### src/rtl/sha2_pkg.sv
// Shared constants, schedule FSM state type and the SHA-256 small sigma
// functions used by the message schedule.
package sha2_pkg;

  localparam int WORD_SIZE   = 32;
  localparam int ROUNDS      = 64;
  localparam int BLOCK_WORDS = 16;

  localparam logic [5:0] LAST_T = 6'(ROUNDS - 1);

  typedef enum logic {
    IDLE = 1'b0,
    RUN  = 1'b1
  } sched_state_e;

  function automatic logic [WORD_SIZE-1:0] small_sigma0(input logic [WORD_SIZE-1:0] x);
    return {x[6:0], x[31:7]} ^ {x[17:0], x[31:18]} ^ (x >> 3);
  endfunction

  function automatic logic [WORD_SIZE-1:0] small_sigma1(input logic [WORD_SIZE-1:0] x);
    return {x[16:0], x[31:17]} ^ {x[18:0], x[31:19]} ^ (x >> 10);
  endfunction

endpackage

### src/rtl/sha256_sched_window.sv
// 16-word sliding window for the SHA-256 message schedule: parallel load of a
// block, shift with sigma feedback into the top slot, or freeze.
module sha256_sched_window
  import sha2_pkg::*;
(
  input  logic                             clock,
  input  logic                             clear,
  input  logic                             load,
  input  logic                             shift,
  input  logic [WORD_SIZE*BLOCK_WORDS-1:0] block_in,
  output logic [WORD_SIZE-1:0]             w0
);

  logic [WORD_SIZE-1:0] w_q [BLOCK_WORDS];
  logic [WORD_SIZE-1:0] w_d [BLOCK_WORDS];
  logic [WORD_SIZE-1:0] feedback;

  // W_{t+16} = s1(W_{t+14}) + W_{t+9} + s0(W_{t+1}) + W_t, relative to the window base
  assign feedback = small_sigma1(w_q[14]) + w_q[9] + small_sigma0(w_q[1]) + w_q[0];

  always_comb begin
    for (int i = 0; i < BLOCK_WORDS; i++) begin
      w_d[i] = w_q[i];
    end
    if (load) begin
      for (int i = 0; i < BLOCK_WORDS; i++) begin
        w_d[i] = block_in[(BLOCK_WORDS-1-i)*WORD_SIZE +: WORD_SIZE];
      end
    end else if (shift) begin
      for (int i = 0; i < BLOCK_WORDS-1; i++) begin
        w_d[i] = w_q[i+1];
      end
      w_d[BLOCK_WORDS-1] = feedback;
    end
  end

  always_ff @(posedge clock) begin
    if (clear) begin
      for (int i = 0; i < BLOCK_WORDS; i++) begin
        w_q[i] <= '0;
      end
    end else begin
      for (int i = 0; i < BLOCK_WORDS; i++) begin
        w_q[i] <= w_d[i];
      end
    end
  end

  assign w0 = w_q[0];

endmodule

### src/rtl/sha256_message_schedule.sv
// SHA-256 message schedule: accepts a 512-bit block and emits W0..W63, one per
// unheld cycle. Optional round_index output enabled by SHA256_SCHED_ROUND_IDX_EN.
//
// state | meaning
// IDLE  | waiting for a block, block_ready high unless clear
// RUN   | emitting W_t from the window, t counts 0..63, hold freezes
module sha256_message_schedule
  import sha2_pkg::*;
(
  input  logic                             clock,
  input  logic                             clear,
  input  logic [WORD_SIZE*BLOCK_WORDS-1:0] block_in,
  input  logic                             block_valid,
  output logic                             block_ready,
  input  logic                             hold,
  output logic [WORD_SIZE-1:0]             message_schedule_value,
  output logic                             round_valid,
  output logic                             first_round,
  output logic                             last_round,
  output logic                             busy
`ifdef SHA256_SCHED_ROUND_IDX_EN
  ,
  output logic [5:0]                       round_index
`endif
);

  sched_state_e state_q, state_d;
  logic [5:0]   t_q, t_d;
  logic         accept;
  logic         step;

  assign accept = (state_q == IDLE) && block_valid && !clear;
  assign step   = (state_q == RUN) && !hold;

  always_ff @(posedge clock) begin
    if (clear) begin
      state_q <= IDLE;
      t_q     <= '0;
    end else begin
      state_q <= state_d;
      t_q     <= t_d;
    end
  end

  always_comb begin
    state_d = state_q;
    t_d     = t_q;
    case (state_q)
      IDLE: begin
        if (accept) begin
          state_d = RUN;
          t_d     = '0;
        end
      end
      RUN: begin
        if (step) begin
          t_d = t_q + 6'd1;
          if (t_q == LAST_T) begin
            state_d = IDLE;
          end
        end
      end
      default: state_d = IDLE;
    endcase
  end

  always_comb begin
    block_ready = (state_q == IDLE) && !clear;
    busy        = (state_q == RUN);
    round_valid = step;
    first_round = step && (t_q == 6'd0);
    last_round  = step && (t_q == LAST_T);
  end

  sha256_sched_window u_window (
    .clock    (clock),
    .clear    (clear),
    .load     (accept),
    .shift    (step),
    .block_in (block_in),
    .w0       (message_schedule_value)
  );

`ifdef SHA256_SCHED_ROUND_IDX_EN
  logic [5:0] round_index_q, round_index_d;

  // Tracks t on every advance except the wrap after W63, so it holds 63 in IDLE
  always_comb begin
    round_index_d = round_index_q;
    if (accept) begin
      round_index_d = '0;
    end else if (step && (t_q != LAST_T)) begin
      round_index_d = t_q + 6'd1;
    end
  end

  always_ff @(posedge clock) begin
    if (clear) begin
      round_index_q <= '0;
    end else begin
      round_index_q <= round_index_d;
    end
  end

  assign round_index = round_index_q;
`endif

endmodule

### config.mk
export PLATFORM = sky130hd
export DESIGN_NAME = sha256_message_schedule
export DESIGN_NICKNAME = d
export VERILOG_FILES = /design/src/rtl/sha2_pkg.sv /design/src/rtl/sha256_sched_window.sv /design/src/rtl/sha256_message_schedule.sv
export SDC_FILE = /design/constraint.sdc
export NUM_CORES = 1
export LEC_CHECK = 0
export CAP_MARGIN = 20
export CORE_ASPECT_RATIO = 0.7
export CORE_MARGIN = 4
export CORE_UTILIZATION = 56
export DETAILED_ROUTE_END_ITERATION = 10
export DONT_BUFFER_PORTS = 1
export PLACE_DENSITY = 0.74
export SYNTH_ARGS = -nofsm -noshare
export SYNTH_HDL_FRONTEND = slang
export SYNTH_SLANG_ARGS = --single-unit
### constraint.sdc
create_clock -name clock -period 5 [get_ports clock]
set_clock_uncertainty 0.1 [all_clocks]
set_input_delay 1 -clock clock [delete_from_list [all_inputs] [get_ports clock]]
set_output_delay 1 -clock clock [all_outputs]
set_load 0.02 [all_outputs]
==> impl_metrics.tcl, run 1 <==
set metrics [dict create \
    synth_top_cell_area_share_pct 39.0 \
    clockBufferDepth 3 \
    hp-class "flip-flop to flip-flop" \
    grtUsageTotal_pct 37.5 \
    die_w_um 269 \
    maxSlewViolCount 0 \
    ys.flop_type "dfxtp_1" \
    grt_overflow_total 0 \
    syn_avg_cell_area_um2 7.70 \
    run_status "finished clean" \
    drive_gt1_share_pct 4.61 \
    hold_viol 0 \
    grt_first_pass_wirelength_um 145000 \
    ys_seq_area_share_pct 39.0 \
    viasPerCell 6.45 \
    clk-insertion-delay-late_ns 0.62 \
    drcViolationCount 0 \
    final-setup-viol-count 0 \
    first_iter_violations 3524 \
    post-cts-setup-buffer-count 0 \
    powerDensity_nw_per_um2 467 \
    dieHeight_um 190 \
    use_met1_pct 55.4 \
    num_rows 66 \
    ios 553 \
    yosys_warnings 0 \
    crit_chain "xnor2_1, xnor2_1, fa_1, fa_1, ha_1, fa_1, a211oi_1, o21bai_1, o41ai_4, o211ai_1, a21oi_2, xor2_1, a2111oi_0" \
    ys_top_cells_by_area "dfxtp_1 (39%), a311oi_1 (15%), nand2_1 (14%)" \
    ant_nets 0 \
    slowest_stage "fa_1" \
    critPathArrivalTime_ns 5.12 \
    grt_use_met3_pct 9.54 \
    period_needed_ns 4.78 \
    cts_tree "yes" \
    area_growth_syn_to_layout_pct 5.79 \
    num_vias 24900 \
    synth_nets 4067 \
    rsz0062_at_grt "no" \
    worst_pin_slew_ns 1.44 \
    wl_per_cell_um 26.1 \
    drt_first_pass_iters 6 \
    syn_area_um2 26600 \
    synth_cells 3456 \
    required_ns 5.35 \
    cts-buffers-inserted 51 \
    grt_max_degree 520 \
    io_buffers 0 \
    slew-limit-headroom_pct 3.71 \
    nNetsFinal 3808 \
    cp-start-kind "flip-flop" \
    gp_routability_congestion 1.04 \
    async_flop_share_pct 0 \
    start_util_pct 56.9 \
    use_met2_pct 54.4 \
    end_kind "flip-flop" \
    fmax_ghz 0.209 \
    crit_top_cell "fa_1" \
    antenna_found_initial 10 \
    htree_levels 2 \
    wirelength_um 101000 \
    worst_path_largest_cell_delay_ns 0.51 \
    fin_util_pct 60.2 \
    busiest_layer "met1" \
    grt_pass1_vias 22700 \
    synth_enable_flop_cells 0 \
    cts-root-buf "clkbuf_16" \
    core_area_um2 46700 \
    worstSetupPathType "flip-flop to flip-flop" \
    leakagePower_nw 9.96 \
    timing.critical_path.buf_inv 0 \
    final_cell_mix "nand2_1 (980), dfxtp_1 (519), nor2_1 (490), a311oi_1 (453), inv_1 (132)" \
    setup_tns_ns 0 \
    final_common_cell "nand2_1" \
    drv_cap 0 \
    cts.sinks 519 \
    synth.distinct_cells 61 \
    dp_hpwl_um 75800 \
    period_share_pct 95.5 \
    vdd_drop_max_uv 264 \
    synth_top_area_cell "dfxtp_1" \
    worst_setup_hold_path_clk_slew_ns 0.07 \
    die_area_um2 51100 \
    crit_family "compound AO/OA/AOI/OAI gates" \
    worstPathMaxFanout 5 \
    yosys_register_bits 519 \
]
cell usage after synthesis, drive strengths merged (4+ instances only):
master	number
o211ai	8
nand2b	6
a211oi	15
nor3	9
a21o	13
inv	135
o21ai	34
a21oi	71
buf	68
fa	62
clkbuf	300
o21bai	6
o31ai	5
a311oi	454
xor2	23
dfxtp	519
o22ai	4
ha	33
nor2	492
nand3	10
a31oi	4
nand2	981
xnor2	122
a22oi	36
flip-flops by register name (all words and copies together), names as in the netlist:
signal	flops
u_window.w_q	512
busy	1
t_q	6
layout make-up:
type / instances / area (um2)
Antenna cell: 14 / 35.0
Timing Repair Buffer: 56 / 571
Multi-Input combinational cell: 2434 / 14200
Tap cell: 612 / 766
Fill cell: 4317 / 18600
Sequential cell: 519 / 10400
Clock inverter: 11 / 144
Clock buffer: 78 / 1530
Inverter: 135 / 507
layer usage:
metal  up-vias  routed length [um]
li1      11200                   -
met2      1433               42600
met1     12100               42500
met4         0                2860
met5         -                   0
met3       181               12700
cell families (layout without fill, tap and decap cells):
group           Yosys count  after routing  share of synthesized area (%)
simple gates           1517           1517                           21.8
compound gates          675            675                           20.5
flops                   519            519                           39.0
buf+inv                 503            280                           7.65
xor+xnor                145            145                           4.77
fa+ha+maj                95             95                           6.22
mux                       2              2                         0.0752
other cells               0             14                              0
final timing paths:
kind,from,to,slack (ns),cells after the start
max,u_window.w_q[0][51],u_window.w_q[0][507],0.22,13
min,u_window.w_q[0][483],u_window.w_q[0][483],0.35,2
max reg2reg,u_window.w_q[0][51],u_window.w_q[0][507],0.22,13
min reg2reg,u_window.w_q[0][483],u_window.w_q[0][483],0.35,2
report_power, final:
group	switching [W]	leakage [nW]	internal (W)	total [W]
combinational	0.00269	4.86	0.00158	0.00427
clock	0.00172	0.820	0.00221	0.00392
sequential	0.000418	4.28	0.00453	0.00495
total	0.00482	9.96	0.00832	0.0131
tightest hold or removal path: cells and delay by family (launching register included):
kind / cells / cell delay [ns]
and+or+nand+nor: 1 / 0.05
DFF: 1 / 0.31
AOI/OAI and AO/OA: 1 / 0.05
through the flow:
step / setup WS, ns / hold WS (ns) / area, um2 / power (W) / std cells
global route: 0.0651 / 0.372 / 28100 / 0.0138 / 3855
detailed placement: 0.259 / 0.345 / 26400 / 0.00917 / 3756
CTS: 0.238 / 0.355 / 28100 / 0.0131 / 3845
global placement: 0.481 / 0.341 / 26400 / 0.00914 / 3756
finish: 0.223 / 0.353 / 28100 / 0.0131 / 3859
floorplan: 0.778 / 0.332 / 26600 / 0.00795 / 3456
timing repair:
item                       CTS  global route
setup endpoints to repair    0             1
resized for setup            0             1
hold buffers                 0             0
Power figures use the tool's default switching activity.
==> inputs of run 2 (changes only) <==
ABC_AREA = 1   (was not set)
CORE_UTILIZATION = 40   (was 56)
PLACE_DENSITY = 0.57   (was 0.74)
TNS_END_PERCENT = 10   (was not set)
==> run 2 against run 1 <==
Net effect: core utilization decreased by 17 points; largest cell class unchanged; non-clock buffer count decreased by 23; register-to-register slack improved by 0.41 ns; hold slack got worse by 0.0051 ns; cell area increased by 2.0%; setup slack improved by 0.41 ns; combinational power increased by 20%; synthesized area increased by 1.4%; wire length increased by 11%; first-iteration DRC count decreased by 6.0%.
==> impl_metrics.tcl, run 2 <==
set metrics [dict create \
    run_status "finished clean" \
    cp-start-kind "flip-flop" \
    cts-hold-fix-buffers 0 \
    wirelength_um 112000 \
    maxSlewViolCount 0 \
    synthTopCellsByCount "nand2_1 (759), o21ai_0 (525), dfxtp_1 (519), a21oi_1 (473), o21ai_1 (388)" \
    largest_reg_flops 512 \
    fillers 6986 \
    worstSetupPathType "flip-flop to flip-flop" \
    synth_nets 4318 \
    drv_cap 0 \
    required_ns 5.40 \
    hold_viol 0 \
    period_share_pct 87.4 \
    vdd_drop_max_uv 300 \
    nNetsFinal 4092 \
    rsz0062_at_grt "no" \
    slew-limit-headroom_pct 37.2 \
    powerDensity_nw_per_um2 503 \
    synth_enable_flop_cells 0 \
    grt_max_degree 175 \
    grtUsageTotal_pct 29.4 \
    leakagePower_nw 11.4 \
    worst_pin_slew_ns 0.943 \
    clk-insertion-delay-late_ns 0.62 \
    instances_no_fill 4418 \
    crit_top_cell "nand2_1" \
    setup_tns_ns 0 \
    start_util_pct 40.5 \
    dp.cells 4317 \
    worst_setup_hold_path_clk_slew_ns 0.06 \
    ys_top_cells_by_area "dfxtp_1 (39%), nand2_1 (11%), o21ai_0 (9.7%)" \
    critPathArrivalTime_ns 4.77 \
    cts-buffers-inserted 53 \
    area_growth_syn_to_layout_pct 6.49 \
    end_kind "flip-flop" \
    ys.flop_type "dfxtp_1" \
    syn_area_um2 27000 \
    synth_top_cell_area_share_pct 38.5 \
    final-setup-viol-count 0 \
    cts.sinks 519 \
    io_buffers 0 \
    die_w_um 318 \
    dpl_worst_slack_ns 0.715 \
    dp_hpwl_um 82400 \
    synth.distinct_cells 37 \
    drcViolationCount 0 \
    final_common_cell "nand2_1" \
    crit_chain "xor2_1, inv_1, fa_1, fa_1, ha_1, fa_1, nand2_1, nand2_1, nand3_1, nand2_1, nand2_1, nand2_1, xnor2_1, o21ai_0, o21bai_1, inv_1" \
    synth_cells 3707 \
    cts_tree "yes" \
    worst_path_largest_cell_delay_ns 0.60 \
    worstPathMaxFanout 5 \
    num_vias 25400 \
    gp_routability_congestion 1.02 \
    async_flop_share_pct 0 \
    post_cts_resized 0 \
    ys_seq_area_share_pct 38.5 \
    num_rows 79 \
    drive_gt1_share_pct 3.69 \
    antenna_found_initial 7 \
    yosys_warnings 0 \
    clockBufferDepth 3 \
    yosysMostFrequentCell "nand2_1" \
    ant_nets 0 \
    grt_pass1_vias 23100 \
    wl_per_cell_um 25.3 \
    post-cts-setup-buffer-count 0 \
    drt_first_pass_iters 5 \
    finalWorstSetupSlack_ns 0.631 \
    ff_latch_area_um2 10400 \
    yosys_register_bits 519 \
    period_needed_ns 4.37 \
    grt_first_pass_wirelength_um 158000 \
    synth_top_area_cell "dfxtp_1" \
    top_register "u_window.w_q" \
    htree_levels 2 \
    slowest_stage "dfxtp_1" \
    multiInputGateArea_um2 13900 \
    cts-root-buf "clkbuf_16" \
    die_area_um2 71700 \
    viasPerCell 5.74 \
    hp-class "input port to flip-flop" \
    first_iter_violations 3313 \
    syn_avg_cell_area_um2 7.28 \
    fmax_ghz 0.229 \
    dieHeight_um 225 \
    core_area_um2 66600 \
    final_cell_mix "nand2_1 (759), o21ai_0 (525), dfxtp_1 (519), a21oi_1 (473), o21ai_1 (388)" \
    grt_overflow_total 0 \
    ios 553 \
]
## run 2: changes by cell type in the layout (fill, tap and decap cells not counted), sizes merged, moves of 36 or more
cell	change
a21oi	+402
o21ai	+879
inv	+144
a22oi	-36
nand2	-221
nand3	+37
xnor2	-55
a311oi	-454
xor2	+39
nor2	-419
## run 2: logic make-up after synthesis
logic type | Yosys count | share of synthesized area (%)
simple gates | 907 | 13.3
xor+xnor | 129 | 4.19
buf+inv | 590 | 9.90
fa+ha+maj | 95 | 6.13
compound gates | 1467 | 28.0
flops | 519 | 38.5
## run 2: worst paths after layout
check | endpoint | startpoint | slack [ns] | cells past startpoint
setup reg to reg | u_window.w_q[0][491] | u_window.w_q[0][36] | 0.63 | 16
hold / removal | u_window.w_q[0][414] | clear | 0.35 | 1
setup / recovery | u_window.w_q[0][491] | u_window.w_q[0][36] | 0.63 | 16
hold reg to reg | u_window.w_q[0][497] | u_window.w_q[0][497] | 0.36 | 2
## run 2: per-stage QoR
stage	total power [W]	area [um2]	utilization [%]	hold WS, ns
after detailed placement	0.0101	26900	40.4	0.352
after global placement	0.0102	26900	40.4	0.349
after floorplan	0.00852	27000	-	0.342
after global routing	0.0152	28700	43.1	0.328
after CTS	0.0144	28700	43.1	0.319
final	0.0145	28700	43.1	0.348
## run 2: report_power, final
group          leakage (nW)  total [W]  internal, W  switching, W
Clock                 0.886    0.00423      0.00240       0.00184
Combinational          6.21    0.00511      0.00163       0.00348
Sequential             4.27    0.00511      0.00460      0.000508
## run 2: metal layers
metal / global-route usage [%] / up-vias / wire length [um] / share of wire, %
met1: 42.7 / 12200 / 50000 / 45
met5: 0 / - / 27 / 0.024
met4: 5.40 / 4 / 1740 / 1.6
met3: 8.98 / 112 / 12000 / 11
li1: - / 11900 / - / -
met2: 43.3 / 1138 / 48000 / 43
## run 2: critical path: cells and delay by family (launching register included)
| family | cells | cell delay, ns |
|---|---|---|
| fa+ha+maj | 4 | 1.68 |
| compound gates | 2 | 0.34 |
| buf+inv | 2 | 0.17 |
| simple gates | 6 | 0.66 |
| flops | 1 | 0.60 |
| xor+xnor | 2 | 0.69 |
## run 2: cell type report
cell class / instances / area share, %
Inverter: 276 / 3.77
Clock inverter: 16 / 0.823
Clock buffer: 80 / 5.49
Sequential cell: 519 / 36.2
Multi-Input combinational cell: 2598 / 48.5
Antenna cell: 5 / 0.0436
Timing Repair Buffer: 33 / 1.34
Tap cell: 891 / 3.88
